<file path="src/rtl/uart_pkg.sv">
// Shared UART definitions: transmit FSM states, word-length codes, stop-bit
// lengths and the mode codes of the universal shift register.
package uart_pkg;

  typedef enum logic [2:0] {
    IDLE   = 3'd0,
    START  = 3'd1,
    DATA   = 3'd2,
    PARITY = 3'd3,
    STOP   = 3'd4
  } tx_state_t;

  localparam logic [1:0] WLS_5 = 2'b00;
  localparam logic [1:0] WLS_6 = 2'b01;
  localparam logic [1:0] WLS_7 = 2'b10;
  localparam logic [1:0] WLS_8 = 2'b11;

  // Stop lengths in ticks, quoted at 16x oversampling
  localparam int unsigned STOP_TICKS_1   = 16;
  localparam int unsigned STOP_TICKS_15  = 24;
  localparam int unsigned STOP_TICKS_2   = 32;
  localparam int unsigned STOP_TICKS_REF = 16;

  localparam logic [1:0] USR_HOLD = 2'b00;
  localparam logic [1:0] USR_SHR  = 2'b01;
  localparam logic [1:0] USR_SHL  = 2'b10;
  localparam logic [1:0] USR_LOAD = 2'b11;

  function automatic int unsigned data_bits(input logic [1:0] wls);
    case (wls)
      WLS_5:   return 5;
      WLS_6:   return 6;
      WLS_7:   return 7;
      WLS_8:   return 8;
      default: return 8;
    endcase
  endfunction

  // Stop length scaled to the configured oversampling rate
  function automatic int unsigned stop_ticks(input logic [1:0] wls, input logic stb,
                                             input int unsigned os);
    int unsigned t;
    if (!stb)             t = STOP_TICKS_1;
    else if (wls == WLS_5) t = STOP_TICKS_15;
    else                  t = STOP_TICKS_2;
    return (t * os) / STOP_TICKS_REF;
  endfunction

endpackage

</file>
<file path="src/rtl/universal_shift_reg.sv">
// Universal shift register: hold, shift right, shift left or parallel load.
module universal_shift_reg
  import uart_pkg::*;
#(
  parameter int unsigned DATA_WIDTH = 8
) (
  input  logic                  clk,
  input  logic                  rst,
  input  logic [1:0]            mode,
  input  logic                  ser_in_r,
  input  logic                  ser_in_l,
  input  logic [DATA_WIDTH-1:0] par_in,
  output logic [DATA_WIDTH-1:0] par_out
);

  logic [DATA_WIDTH-1:0] data_q;
  logic [DATA_WIDTH-1:0] data_d;

  always_comb begin
    data_d = data_q;
    case (mode)
      USR_SHR:  data_d = {ser_in_r, data_q[DATA_WIDTH-1:1]};
      USR_SHL:  data_d = {data_q[DATA_WIDTH-2:0], ser_in_l};
      USR_LOAD: data_d = par_in;
      default:  data_d = data_q;
    endcase
  end

  always_ff @(posedge clk or posedge rst) begin
    if (rst) data_q <= '0;
    else     data_q <= data_d;
  end

  assign par_out = data_q;

endmodule

</file>
<file path="src/rtl/uart_transmitter_shift_block.sv">
// UART transmit path: frames THR characters onto uart_txd at the 16x tick.
// Optional stick parity is compiled in with UART_TX_STICK_PARITY_EN.
module uart_transmitter_shift_block
  import uart_pkg::*;
#(
  parameter int unsigned OVERSAMPLE = 16,
  parameter int unsigned DATA_WIDTH = 8
) (
  input  logic                  pclk,
  input  logic                  rst,
  input  logic                  tx_tick,
  input  logic [DATA_WIDTH-1:0] thr_data,
  input  logic                  thr_valid,
  output logic                  thr_pop,
  input  logic [1:0]            wls,
  input  logic                  pen,
  input  logic                  eps,
  input  logic                  sp,
  input  logic                  stb,
  input  logic                  bc,
  input  logic                  loop,
  output logic                  uart_txd,
  output logic                  loop_txd,
  output logic                  tsr_empty,
  output logic                  tx_busy
);

  localparam int unsigned TICK_W = $clog2(2 * OVERSAMPLE);
  localparam int unsigned BIT_W  = $clog2(DATA_WIDTH);

  tx_state_t             state_q, state_d;
  logic [TICK_W-1:0]     tick_cnt_q, tick_cnt_d;
  logic [BIT_W-1:0]      bit_cnt_q, bit_cnt_d;
  logic [1:0]            wls_q, wls_d;
  logic                  pen_q, pen_d;
  logic                  stb_q, stb_d;
  logic                  par_q, par_d;
  logic                  uart_txd_q, uart_txd_d;
  logic                  loop_txd_q, loop_txd_d;
  logic                  thr_pop_q, thr_pop_d;
  logic                  tsr_empty_q, tsr_empty_d;
  logic                  tx_busy_q, tx_busy_d;

  logic [1:0]            tsr_mode_c;
  logic [DATA_WIDTH-1:0] tsr_c;
  logic                  load_c;
  logic                  bit_end_c;
  logic                  stop_end_c;
  logic [TICK_W-1:0]     stop_last_c;
  logic [DATA_WIDTH-1:0] data_masked_c;
  logic                  par_c;
  logic                  serial_c;
  logic                  line_c;
  logic                  tsr_unused;

  assign stop_last_c = TICK_W'(stop_ticks(wls_q, stb_q, OVERSAMPLE) - 1);
  assign bit_end_c   = tx_tick && (tick_cnt_q == TICK_W'(OVERSAMPLE - 1));
  assign stop_end_c  = tx_tick && (tick_cnt_q == stop_last_c);

  // Parity covers only the characters' valid bits, captured at load time
  assign data_masked_c = thr_data & ~({DATA_WIDTH{1'b1}} << data_bits(wls));
`ifdef UART_TX_STICK_PARITY_EN
  assign par_c = sp ? ~eps : ((^data_masked_c) ^ ~eps);
`else
  logic sp_unused;
  assign sp_unused = sp;
  assign par_c     = (^data_masked_c) ^ ~eps;
`endif

  universal_shift_reg #(
    .DATA_WIDTH(DATA_WIDTH)
  ) u_tsr (
    .clk     (pclk),
    .rst     (rst),
    .mode    (tsr_mode_c),
    .ser_in_r(1'b0),
    .ser_in_l(1'b0),
    .par_in  (thr_data),
    .par_out (tsr_c)
  );

  assign tsr_unused = ^tsr_c[DATA_WIDTH-1:1];

  // State and output registers
  always_ff @(posedge pclk or posedge rst) begin
    if (rst) begin
      state_q     <= IDLE;
      tick_cnt_q  <= '0;
      bit_cnt_q   <= '0;
      wls_q       <= WLS_8;
      pen_q       <= 1'b0;
      stb_q       <= 1'b0;
      par_q       <= 1'b0;
      uart_txd_q  <= 1'b1;
      loop_txd_q  <= 1'b1;
      thr_pop_q   <= 1'b0;
      tsr_empty_q <= 1'b1;
      tx_busy_q   <= 1'b0;
    end else begin
      state_q     <= state_d;
      tick_cnt_q  <= tick_cnt_d;
      bit_cnt_q   <= bit_cnt_d;
      wls_q       <= wls_d;
      pen_q       <= pen_d;
      stb_q       <= stb_d;
      par_q       <= par_d;
      uart_txd_q  <= uart_txd_d;
      loop_txd_q  <= loop_txd_d;
      thr_pop_q   <= thr_pop_d;
      tsr_empty_q <= tsr_empty_d;
      tx_busy_q   <= tx_busy_d;
    end
  end

  // Frame sequencing, bit timing and TSR control
  always_comb begin
    state_d    = state_q;
    tick_cnt_d = tick_cnt_q;
    bit_cnt_d  = bit_cnt_q;
    wls_d      = wls_q;
    pen_d      = pen_q;
    stb_d      = stb_q;
    par_d      = par_q;
    tsr_mode_c = USR_HOLD;
    load_c     = 1'b0;

    if (state_q != IDLE && tx_tick) tick_cnt_d = tick_cnt_q + TICK_W'(1);

    case (state_q)
      IDLE: begin
        if (thr_valid) load_c = 1'b1;
      end
      START: begin
        if (bit_end_c) begin
          state_d    = DATA;
          tick_cnt_d = '0;
          bit_cnt_d  = '0;
        end
      end
      DATA: begin
        if (bit_end_c) begin
          tick_cnt_d = '0;
          tsr_mode_c = USR_SHR;
          if (bit_cnt_q == BIT_W'(data_bits(wls_q) - 1)) state_d = pen_q ? PARITY : STOP;
          else bit_cnt_d = bit_cnt_q + BIT_W'(1);
        end
      end
      PARITY: begin
        if (bit_end_c) begin
          state_d    = STOP;
          tick_cnt_d = '0;
        end
      end
      STOP: begin
        if (stop_end_c) begin
          tick_cnt_d = '0;
          if (thr_valid) load_c  = 1'b1;
          else           state_d = IDLE;
        end
      end
      default: state_d = IDLE;
    endcase

    // Loading restarts the frame whether it comes from IDLE or a finished STOP
    if (load_c) begin
      state_d    = START;
      tick_cnt_d = '0;
      bit_cnt_d  = '0;
      tsr_mode_c = USR_LOAD;
      wls_d      = wls;
      pen_d      = pen;
      stb_d      = stb;
      par_d      = par_c;
    end
  end

  // Line value, break/loopback routing and status
  always_comb begin
    serial_c = 1'b1;
    case (state_q)
      START:   serial_c = 1'b0;
      DATA:    serial_c = tsr_c[0];
      PARITY:  serial_c = par_q;
      default: serial_c = 1'b1;
    endcase
    line_c      = serial_c & ~bc;
    uart_txd_d  = loop ? 1'b1 : line_c;
    loop_txd_d  = loop ? line_c : 1'b1;
    thr_pop_d   = load_c;
    tsr_empty_d = (state_d == IDLE);
    tx_busy_d   = (state_d != IDLE);
  end

  assign uart_txd  = uart_txd_q;
  assign loop_txd  = loop_txd_q;
  assign thr_pop   = thr_pop_q;
  assign tsr_empty = tsr_empty_q;
  assign tx_busy   = tx_busy_q;

endmodule

</file>
<file path="config.mk">
export PLATFORM = sky130hd
export DESIGN_NAME = uart_transmitter_shift_block
export DESIGN_NICKNAME = d
export VERILOG_FILES = /design/src/rtl/uart_pkg.sv /design/src/rtl/universal_shift_reg.sv /design/src/rtl/uart_transmitter_shift_block.sv
export SDC_FILE = /design/constraint.sdc
export NUM_CORES = 1
export LEC_CHECK = 0
export ABC_AREA = 0
export BUFFER_PORTS_ARGS = -buffer_cell sky130_fd_sc_hd__buf_2
export CAP_MARGIN = 20
export CORE_ASPECT_RATIO = 2
export CORE_MARGIN = 2
export CORE_UTILIZATION = 25
export CTS_CLUSTER_SIZE = 16
export DETAILED_ROUTE_END_ITERATION = 12
export GPL_TIMING_DRIVEN = 0
export PLACE_DENSITY = 0.5
export SETUP_SLACK_MARGIN = 0.05
export SYNTH_ARGS = -nofsm -noshare
export SYNTH_HDL_FRONTEND = slang
export SYNTH_HIERARCHICAL = 1
export SYNTH_SLANG_ARGS = --single-unit
</file>
<file path="constraint.sdc">
create_clock -name pclk -period 4.5 [get_ports pclk]
set_input_delay 0.225 -clock pclk [delete_from_list [all_inputs] [get_ports pclk]]
set_output_delay 0.225 -clock pclk [all_outputs]
set_load 0.005 [all_outputs]
</file>
Yosys cells after proc, flatten, opt, wreduce, memory -nomap -nowiden:

Cells that the tools add are included.

* flip-flop bits (word level): 29
* latch bits: 0
* memory bits (writable): 0
* bits in read-only memories: 0
* input bits: 20
* logic and storage cells: 92
* memories: 0

* add/subtract/negate cells: 4
* multiply operators: 0
* div/mod/pow operators: 0
* order comparisons: 0
* equality and inequality tests: 19
* shift operators: 1
* mux-type cells: 35
* bitwise gates (word level): 6
* reductions and logical operators: 14

Operators by type and width (count)
* $pmux W32 S4: 1
* $mux W3: 14
* $shl A8 B32 Y8 const A: 1
* $mux W5: 6
* $pmux W8 S3: 1
* $pmux W3 S5: 1
* $eq A2 B2 Y1 const B: 6
* $pmux W3 S4: 1
* $reduce_bool A3 Y1: 4
* $pmux W5 S2: 1
* $ne A3 B3 Y1 const B: 3
* $and A8 B8 Y8: 1
* $not A8 Y8: 1
* $reduce_xor A8 Y1: 1
* $eq A2 B1 Y1 const B: 3
* $eq A3 B2 Y1 const B: 2
* $logic_not A3 Y1: 2
* $mux W1: 6
* $pmux W3 S2: 1
* $add A5 B1 Y5 const B: 1
* $eq A5 B4 Y1 const B: 1
* $eq A5 B5 Y1: 1
* $sub A5 B1 Y5 const B: 1
* $logic_not A2 Y1: 2
* 14 further kinds: 17

Logic depth before layout (Yosys ltp):

Gate-level depths: netlist (run 1).

* depth after elaboration: 11
* gate-level depth with buffers: 8
* depth with buffers taken out: 8

Hierarchy:

Netlist (run 1), hierarchy kept.

By module, submodules not included
* uart_transmitter_shift_block: instances 1, cells each 124, area each 1249.9 um^2
* universal_shift_reg: instances 1, cells each 19, area each 406.6 um^2

Least setup slack after synthesis (run 1):

OpenSTA, ideal clock, no wires.

* path kind: register to register
* from: reg wls_q[0]
* to: reg u_tsr.data_q[3], in the netlist u_tsr/par_out[3]
* library setup time: 0.139 ns
* data arrival time: 2.251 ns
* required time: 4.361 ns
* setup slack: 2.111 ns
* stages on the path, launching flop included: 9
* clock period less this slack: 2.389 ns
* cells stage by stage: dfstp_2 inv_1 ha_1 xor2_1 a311oi_1 a211oi_2 buf_2 buf_6 mux4_2

* cells in the longest elaborated chain, start to end: 11
* elaborated cells between the ends (all ways): 14
* those cells by class: 1 x add/sub; 4 x eq/ne; 6 x mux; 3 x reduce/logical

RTL lines
* start: declaration: RTL line uart_transmitter_shift_block.sv:34 `logic [1:0] wls_q, wls_d;`
* start signal: assignment: RTL line uart_transmitter_shift_block.sv:103 `wls_q <= wls_d;`
* $logic_not A2 Y1 *: RTL line uart_pkg.sv:44 `else if (wls == WLS_5) t = STOP_TICKS_15;`
* $mux W5 *: RTL line uart_pkg.sv:44
* $mux W5 *: RTL line uart_pkg.sv:43 `if (!stb) t = STOP_TICKS_1;`
* $sub A5 B1 Y5 *: RTL line uart_transmitter_shift_block.sv:56 `assign stop_last_c = TICK_W'(stop_ticks(wls_q, stb_q, OVERSAMPLE) - 1);`
* $eq A5 B5 Y1 *: RTL line uart_transmitter_shift_block.sv:58 `assign stop_end_c = tx_tick && (tick_cnt_q == stop_last_c);`
* $logic_and A1 B1 Y1 *: RTL line uart_transmitter_shift_block.sv:58
* $mux W1 *: RTL line uart_transmitter_shift_block.sv:155 `if (stop_end_c) begin`
* $pmux W1 S2 *: RTL line uart_transmitter_shift_block.sv:129 `case (state_q)`
* net load_c: RTL line uart_transmitter_shift_block.sv:46 `logic load_c;`
* $mux W2 *: RTL line uart_transmitter_shift_block.sv:165 `if (load_c) begin`
* $eq A2 B2 Y1 / $eq A2 B1 Y1 (equally long branches): RTL line universal_shift_reg.sv:21 `case (mode)`
* $pmux W8 S3 / $reduce_bool A3 Y1 (equally long branches)
* end signal: assignment: RTL line universal_shift_reg.sv:31 `else data_q <= data_d;`
* end: declaration: RTL line universal_shift_reg.sv:16 `logic [DATA_WIDTH-1:0] data_q;`

The timed path passes the listed nets; every way through them passes the cells marked *.
A chain may end at the register's enable or synchronous reset.

Worst setup path in the final report (run 1):

* from: reg wls_q[0]
* to: reg u_tsr.data_q[7], in the netlist u_tsr/par_out[7]

Same word-level chain as after synthesis.

==> impl_metrics.toml, run 1 <==
[run_status]
status = "complete, no violations"

[run]
drv_cap = 0

[timing]
fin_ws_ps = 1780
fin_tns_setup_ps = 0
hold_viol = 0
final-setup-viol-count = 0
rsz0062_at_grt = "no"
max_clock_freq_ghz = 0.368
clock_skew_ps = 6.22
slew_violations = 0
period_minus_slack_ps = 2720
period_share_pct = 60.5
worst_slew_pin_slew_ps = 840
relSlewSlack_pct = 43.9
hold_ws_ps = 113

[die]
initial_core_util_pct = 25.4
die-area_um2 = 7330
row_count = 42
die_w_um = 61.6
io_pins = 25
fp.dieH_um = 119
core_area_um2 = 6520

[critical_path]
required_ps = 4640
arrival_ps = 2860
r2r_end = "u_tsr/par_out[7]"
critPathMaxFanout = 11
reg2reg_depth = 8
start_kind = "register"
crit_chain = "inv_1 > ha_1 > xor2_1 > a311oi_1 > a211oi_2 > buf_2 > buf_6 > mux4_2"
slowest_stage = "dfstp_2"
critical_path.max_stage_delay_ps = 510
critical_path_class = "reg -> reg"
reg2reg_slack_ps = 1780
critPathCaptureType = "register"
r2r-start = "wls_q[0]"

[global_routing]
grt_max_degree = 22
antenna_found_initial = 0
grt_pass1_vias = 1204
gr-total-overflow = 0
grt_pass1_wl_um = 5630
grt_usage_pct = 10.2

[cts]
cts_tree = "built"
cts_resized = 0
htree_levels = 2
cts.sinks = 29
postCtsHoldBufs = 1
clock_latency_ps = 270
cts_made_buffers = 5
post_cts_buffers = 0
clockBufferDepth = 2
clk_pin_slew_ps = 50
cts_root_buffer = "clkbuf_16"

[logic_synthesis]
avgSynthCellArea_um2 = 11.6
yosysMostFrequentCell = "dfrtp_1"
postSynthCellCount = 143
ys_seq_elements = 29
yosysUniqueCellTypes = 43
mappedNetlistArea_um2 = 1660
synth.top_cells.by_count = "dfrtp_1 (24), nand2_1 (13), xnor2_1 (10)"
yosys.area.top_type = "dfrtp_1"
synth_area_leaders = "dfrtp_1 (36%), mux4_2 (11%), dfstp_2 (7.9%), xnor2_1 (5.3%), ha_1 (4.5%)"
synth_edf_count = 0
ys_async_sr_fraction_pct = 100
yosys_most_used_dff = "dfrtp_1"
yosysWarningCount = 6
yosys.area.top_type_share_pct = 36.3
yosysSeqAreaShare_pct = 44.2

[drt]
wl_met1_um = 1450
drtIter0Drc = 44
routed.top_layer = "met4"
avgRoutedWirePerCell_um = 12.4
viasPerCell = 4.50
drc_errors = 0
wl_um = 3290
met2WireLength_um = 1630
route.met3.wl_um = 148
drt_pass1_iterations = 4
antenna_left = 0
num_vias = 1188

[power_and_ir_drop]
powerDensity_nw_per_um2 = 546
cellLeakagePower_nw = 0.850
peakVddDrop_uv = 239
p_total_mw = 1.11

[finish]
syn_to_final_growth_pct = 23.3
fin_nets = 201
final.fill_count = 696
drive_above_1_share_pct = 32.4
n_antenna_cell = 0

[placement]
dpl.hpwl_um = 2460
portBuffers = 23
routabilityCongestion = 0.789
dpl_worst_slack_ps = 1760

[min_path]
min_path_type = "in -> reg"
hp-start = "bc"
worstHoldPathCells = 2
min_to = "uart_txd"
==> cells by family (layout without fill, tap and decap cells) <==
logic type | count (synthesis) | in the layout | share of synthesized area, %
simple gates | 39 | 39 | 11.9
flops | 29 | 29 | 44.2
compound gates | 27 | 27 | 12.1
buf+inv | 15 | 47 | 5.51
xor+xnor | 14 | 14 | 7.86
mux | 12 | 12 | 13.7
fa+ha+maj | 6 | 6 | 4.53
other cells | 1 | 2 | 0.226
==> layout make-up <==
cell class / count / area [um^2] / area share, %
multi-input combinational: 100 / 837 / 41.0
sequential: 29 / 732 / 35.8
clock buffer: 8 / 146 / 7.17
timing repair buffer: 24 / 125 / 6.13
tap: 88 / 110 / 5.39
buffer: 6 / 57.6 / 2.82
inverter: 9 / 33.8 / 1.65
==> through the flow <==
stage | util, % | area, um^2 | std cells
detailed placement | 28.9 | 1890 | 255
floorplan | - | 1660 | 144
finish | 31.3 | 2040 | 264
global placement | 28.9 | 1890 | 255
global route | 31.3 | 2040 | 264
CTS | 31.3 | 2040 | 264
==> flip-flops by register name, indices dropped and copies added (netlist names), 2 cells and up <==
signal         cells
state_q            3
wls_q              2
bit_cnt_q          3
tick_cnt_q         5
u_tsr/par_out      8
==> cell usage in the layout, fill, tap and decap left out, types with 3 or more instances in the layout <==
cell,n
a21oi_1,4
buf_2,24
buf_6,4
clkbuf_16,5
dfrtp_1,24
dfstp_2,5
ha_1,6
inv_1,9
mux4_2,8
nand2_1,13
nand3_1,3
nor2_1,6
nor3_1,4
o21ai_0,5
o21bai_1,3
xnor2_1,10
xor2_1,3
==> critical path: cells and delay by family, from the launching register on <==
| family | cells | cell delay (ps) |
|---|---|---|
| adder cells (fa/ha/maj) | 1 | 240 |
| XOR/XNOR | 1 | 200 |
| buffers and inverters | 3 | 580 |
| multiplexers | 1 | 500 |
| AO/OA/AOI/OAI | 2 | 550 |
| flip-flops | 1 | 510 |
==> worst max path at each step <==
stage	startpoint	endpoint	slack, ps
finish	wls_q[0]	u_tsr/par_out[7]	1780
global route	wls_q[0]	u_tsr/par_out[7]	1620
CTS	wls_q[0]	u_tsr/par_out[7]	1750
detailed placement	wls_q[0]	u_tsr/par_out[7]	1760
global placement	wls_q[0]	u_tsr/par_out[3]	1790
floorplan	wls_q[0]	u_tsr/par_out[3]	2110
==> metal layers <==
layer	GRT usage, %	vias to the layer above
met5	0	-
met2	16.3	24
met4	3.72	0
met3	3.37	5
met1	12.3	582
li1	-	577
==> power breakdown <==
| part | internal, mW | switching (mW) | leakage (nW) | total, mW |
|---|---|---|---|---|
| clock | 0.220 | 0.108 | 0.0712 | 0.328 |
| combinational | 0.188 | 0.169 | 0.429 | 0.357 |
| sequential | 0.367 | 0.0626 | 0.350 | 0.429 |
Power figures use the tool's default switching activity.
==> run 2: changes to the inputs <==
--- a/config.mk
+++ b/config.mk
@@ -14,7 +14,7 @@
 export CTS_CLUSTER_SIZE = 16
 export DETAILED_ROUTE_END_ITERATION = 12
 export GPL_TIMING_DRIVEN = 0
-export PLACE_DENSITY = 0.5
+export PLACE_DENSITY = 0.52
 export SETUP_SLACK_MARGIN = 0.05
 export SYNTH_ARGS = -nofsm -noshare
 export SYNTH_HDL_FRONTEND = slang
==> constraint.sdc (replaced) <==
create_clock -name pclk -period 2.5 [get_ports pclk]
set_input_delay 0.125 -clock pclk [delete_from_list [all_inputs] [get_ports pclk]]
set_output_delay 0.125 -clock pclk [all_outputs]
set_load 0.005 [all_outputs]
==> impl_metrics.toml, run 2 (synthesis results as in run 1) <==
[drt]
drtIter0Drc = 77
antenna_left = 0
drc_errors = 0
num_vias = 1220
viasPerCell = 4.49
drt_pass1_iterations = 4
wl_um = 3380
avgRoutedWirePerCell_um = 12.4

[finish]
syn_to_final_growth_pct = 29.7
drive_above_1_share_pct = 39.1
layout_common_cells = "dfrtp_1 (24), buf_2 (23), nand2_1 (13)"
final.fill_count = 685
fin_nets = 209
mostFrequentLayoutCell = "dfrtp_1"
postLayoutCoreUtil_pct = 33.0
n_antenna_cell = 0
largest_register_ffs = 8

[run_status]
status = "complete, no violations"

[timing]
fin_tns_setup_ps = 0
final-setup-viol-count = 0
period_minus_slack_ps = 2440
period_share_pct = 97.7
max_clock_freq_ghz = 0.409
hold_viol = 0
slew_violations = 0
fin_ws_ps = 56.5
relSlewSlack_pct = 45.5
clock_skew_ps = 5.19
rsz0062_at_grt = "yes"
worst_slew_pin_slew_ps = 817

[global_routing]
antenna_found_initial = 0
grt_max_degree = 22
grt_usage_pct = 9.84
grt_pass1_vias = 1216
grt_pass1_wl_um = 5450
gr-total-overflow = 0

[critical_path]
critical_path_class = "reg -> reg"
arrival_ps = 2580
critPathCaptureType = "register"
required_ps = 2640
critPathMaxFanout = 8
start_kind = "register"

[die]
row_count = 42
die_w_um = 61.6
die-area_um2 = 7330
core_area_um2 = 6520
fp.dieH_um = 119
initial_core_util_pct = 25.4
io_pins = 25

[placement]
dpl_worst_slack_ps = -188
dpl.hpwl_um = 2410
routabilityCongestion = 0.731
portBuffers = 23

[power_and_ir_drop]
cellLeakagePower_nw = 0.894
peakVddDrop_uv = 516
powerDensity_nw_per_um2 = 967
p_total_mw = 2.08

[cts]
cts_made_buffers = 5
cts_root_buffer = "clkbuf_16"
clk_pin_slew_ps = 60
cts_tree = "built"
clock_latency_ps = 270
cts.sinks = 29
htree_levels = 2
clockBufferDepth = 2

[min_path]
min_path_type = "in -> reg"

[run]
drv_cap = 0
-- run 2: cell types whose count changed in the layout (fill, tap and decap cells not counted), moves of 2 or more --
cell / delta
clkinv_2: +2
clkbuf_1: -2
inv_1: -2
buf_4: +8
-- run 2: worst max-delay path, stage by stage (launching register included) --
cell and delay (ps):
dfstp_2 550, inv_4 50, ha_4 160, xor2_2 190, a311oi_2 130, a211oi_2 310, buf_4 170, nand2b_4 120
buf_12 130, mux4_2 490
-- run 2: path summary, 6_finish.rpt --
check                              start               end  slack [ps]  cells after the start
worst max-delay path            wls_q[1]  u_tsr/par_out[6]          60                      9
worst min-delay path                loop          loop_txd          30                      2
worst max register to register  wls_q[1]  u_tsr/par_out[6]          60                      9
worst min register to register     par_q             par_q         520                      1
max in group asynchronous            rst             stb_q        1410                      3
min in group asynchronous            rst  u_tsr/par_out[7]         360                      3
-- run 2: layer usage --
layer	global-route usage, %	up-vias	part of all wire, %
met3	2.71	2	3.1
li1	-	593	-
met4	2.79	0	0.36
met5	0	-	0
met1	13.0	602	45
met2	15.5	23	51
-- run 2: power breakdown --
group / switching (mW) / internal [mW] / total, mW
logic: 0.322 / 0.393 / 0.714
registers: 0.123 / 0.660 / 0.783
clock network: 0.215 / 0.364 / 0.579
-- run 2: stage by stage --
stage	std cells	instance area [um^2]	hold slack, ps
global route	272	2150	34.3
CTS	270	2090	20.5
global placement	255	1890	84.0
detailed placement	255	1890	94.6
finish	272	2150	25.8
floorplan	144	1660	-59.3
-- run 2: layout make-up --
class                   count  area [um^2]  share of cell area, %
repair buffers             32          188                   8.74
plain buffers               6         68.8                   3.20
well taps                  88          110                   5.13
clock inverters             3         17.5                  0.815
inverters                   9         36.3                   1.69
flip-flops and latches     29          732                   34.1
multi-input cells         100          871                   40.5
clock buffers               5          125                   5.82
-- run 2: what timing repair did --
item                                   in CTS  in global routing
buffers inserted                            5                  2
resized for setup                           2                  9
hold buffers                                2                  0
endpoints found under the hold margin       9                  0
setup endpoints to repair                   8                  8
pin swaps                                   1                  3
==> run 3: changes to the inputs <==
==> constraint.sdc (replaced) <==
create_clock -name pclk -period 1.96 [get_ports pclk]
set_input_delay 0.098 -clock pclk [delete_from_list [all_inputs] [get_ports pclk]]
set_output_delay 0.098 -clock pclk [all_outputs]
set_load 0.005 [all_outputs]
==> impl_metrics.toml, run 3 (synthesis results as in run 1) <==
[critical_path]
start_kind = "register"
required_ps = 2100
arrival_ps = 2430
critPathCaptureType = "register"
critPathMaxFanout = 8
critical_path_class = "reg -> reg"

[run_status]
status = "finished, violations left"
violations = "negative setup slack"

[power_and_ir_drop]
cellLeakagePower_nw = 0.966
combPwrFrac_pct = 37.6
netSwitchingFraction_pct = 29.7
power_frac_seq_pct = 33.3
peakVddDrop_uv = 683
powerDensity_nw_per_um2 = 1290
p_clk_share_pct = 29.2
power.net_switching_mw = 0.897
p_int_mw = 2.13

[timing]
fin_ws_ps = -330
period_share_pct = 117
slew_violations = 0
rsz0062_at_grt = "yes"
clock_skew_ps = 6.09
worst_slew_pin_slew_ps = 830
period_minus_slack_ps = 2290
relSlewSlack_pct = 44.6
max_clock_freq_ghz = 0.437
hold_viol = 0
final-setup-viol-count = 19

[global_routing]
grt_pass1_vias = 1249
grt_pass1_wl_um = 5930
antenna_found_initial = 0
grt_usage_pct = 10.5
grt_max_degree = 22
gr-total-overflow = 0

[cts]
clk_pin_slew_ps = 50
clockBufferDepth = 2
cts_tree = "built"
clock_latency_ps = 270
cts_made_buffers = 5
htree_levels = 2
cts.sinks = 29
cts_root_buffer = "clkbuf_16"

[placement]
portBuffers = 23
dp.cells = 255
routabilityCongestion = 0.756
dpl_worst_slack_ps = -581
dpl.hpwl_um = 2450
placedInstanceArea_um2 = 1910

[drt]
drt_pass1_iterations = 4
antenna_left = 0
drc_errors = 0
wl_um = 3490
num_vias = 1228
drtIter0Drc = 54
avgRoutedWirePerCell_um = 12.5
viasPerCell = 4.42

[die]
row_count = 42
die_w_um = 61.6
die-area_um2 = 7330
io_pins = 25
fp.dieH_um = 119
core_area_um2 = 6520
initial_core_util_pct = 25.4

[min_path]
min_path_type = "in -> reg"

[finish]
fin_nets = 215
fin_area_um2 = 2340
stdcell_count = 278
largest_register_ffs = 8
mostFrequentLayoutCell = "dfrtp_1"
syn_to_final_growth_pct = 41.2
layout_common_cells = "dfrtp_1 (24), buf_2 (23), nand2_1 (13)"
n_antenna_cell = 0
drive_above_1_share_pct = 45.3

[run]
drv_cap = 0
-- run 3: area by class of cell --
class | instances | area [um^2]
timing repair buffer | 38 | 275
tap | 88 | 110
clock buffer | 7 | 143
fill | 690 | 4180
sequential | 29 | 732
buffer | 6 | 72.6
multi-input combinational | 100 | 940
clock inverter | 1 | 30.0
inverter | 9 | 36.3
-- run 3: power groups by stage --
stage               clock network, mW  logic (mW)  registers (mW)
floorplan                           0       0.682           0.963
global placement                    0       0.837           0.996
CTS                             0.902        1.03           0.995
finish                          0.882        1.14            1.01
detailed placement                  0       0.868           0.998
global route                    0.943        1.25            1.04
-- run 3: path summary, 6_finish.rpt --
kind,to,slack (ps),depth (start not counted),start
setup / recovery,u_tsr/par_out[1],-330,8,wls_q[1]
hold / removal,wls_q[0],40,3,wls[0]
setup reg to reg,u_tsr/par_out[1],-330,8,wls_q[1]
hold reg to reg,wls_q[0],520,2,wls_q[0]
max in group asynchronous,state_q[1],880,3,rst
min in group asynchronous,u_tsr/par_out[5],320,3,rst
-- run 3: per-layer routing --
layer	vias to the layer above	part of all wire [%]	wire (um)	global-route usage (%)
met5	-	0	0	0
met4	0	0.77	27	2.79
met3	4	3.9	137	2.61
met2	34	50	1750	16.8
met1	588	45	1570	13.9
li1	602	-	-	-
-- run 3: worst max-delay path, stage by stage, from the launching register on --
cell and delay (ps):
dfstp_2 540, inv_2 60, ha_4 160, xor2_2 180, a311oi_2 120, a211oi_2 270
nand2b_4 210, buf_12 130, mux4_2 490
-- run 3: stage by stage --
stage	power [mW]	util (%)	hold WS (ps)	setup TNS, ps
finish	3.03	35.9	38.0	-4160
global route	3.23	35.9	42.5	-6120
CTS	2.92	34.1	46.4	-3740
detailed placement	1.87	29.3	62.0	-5080
global placement	1.83	29.3	57.0	-4740
floorplan	1.64	-	-86.3	-2300
-- run 3: what timing repair did --
item / 4_1_cts / 5_1_grt
setup buffers: 6 / 5
resized for setup: 12 / 16
setup endpoints to repair: 26 / 25
hold buffers: 3 / 0
cloned: 0 / 1
pin swaps: 3 / 2
hold endpoints to repair: 10 / 0
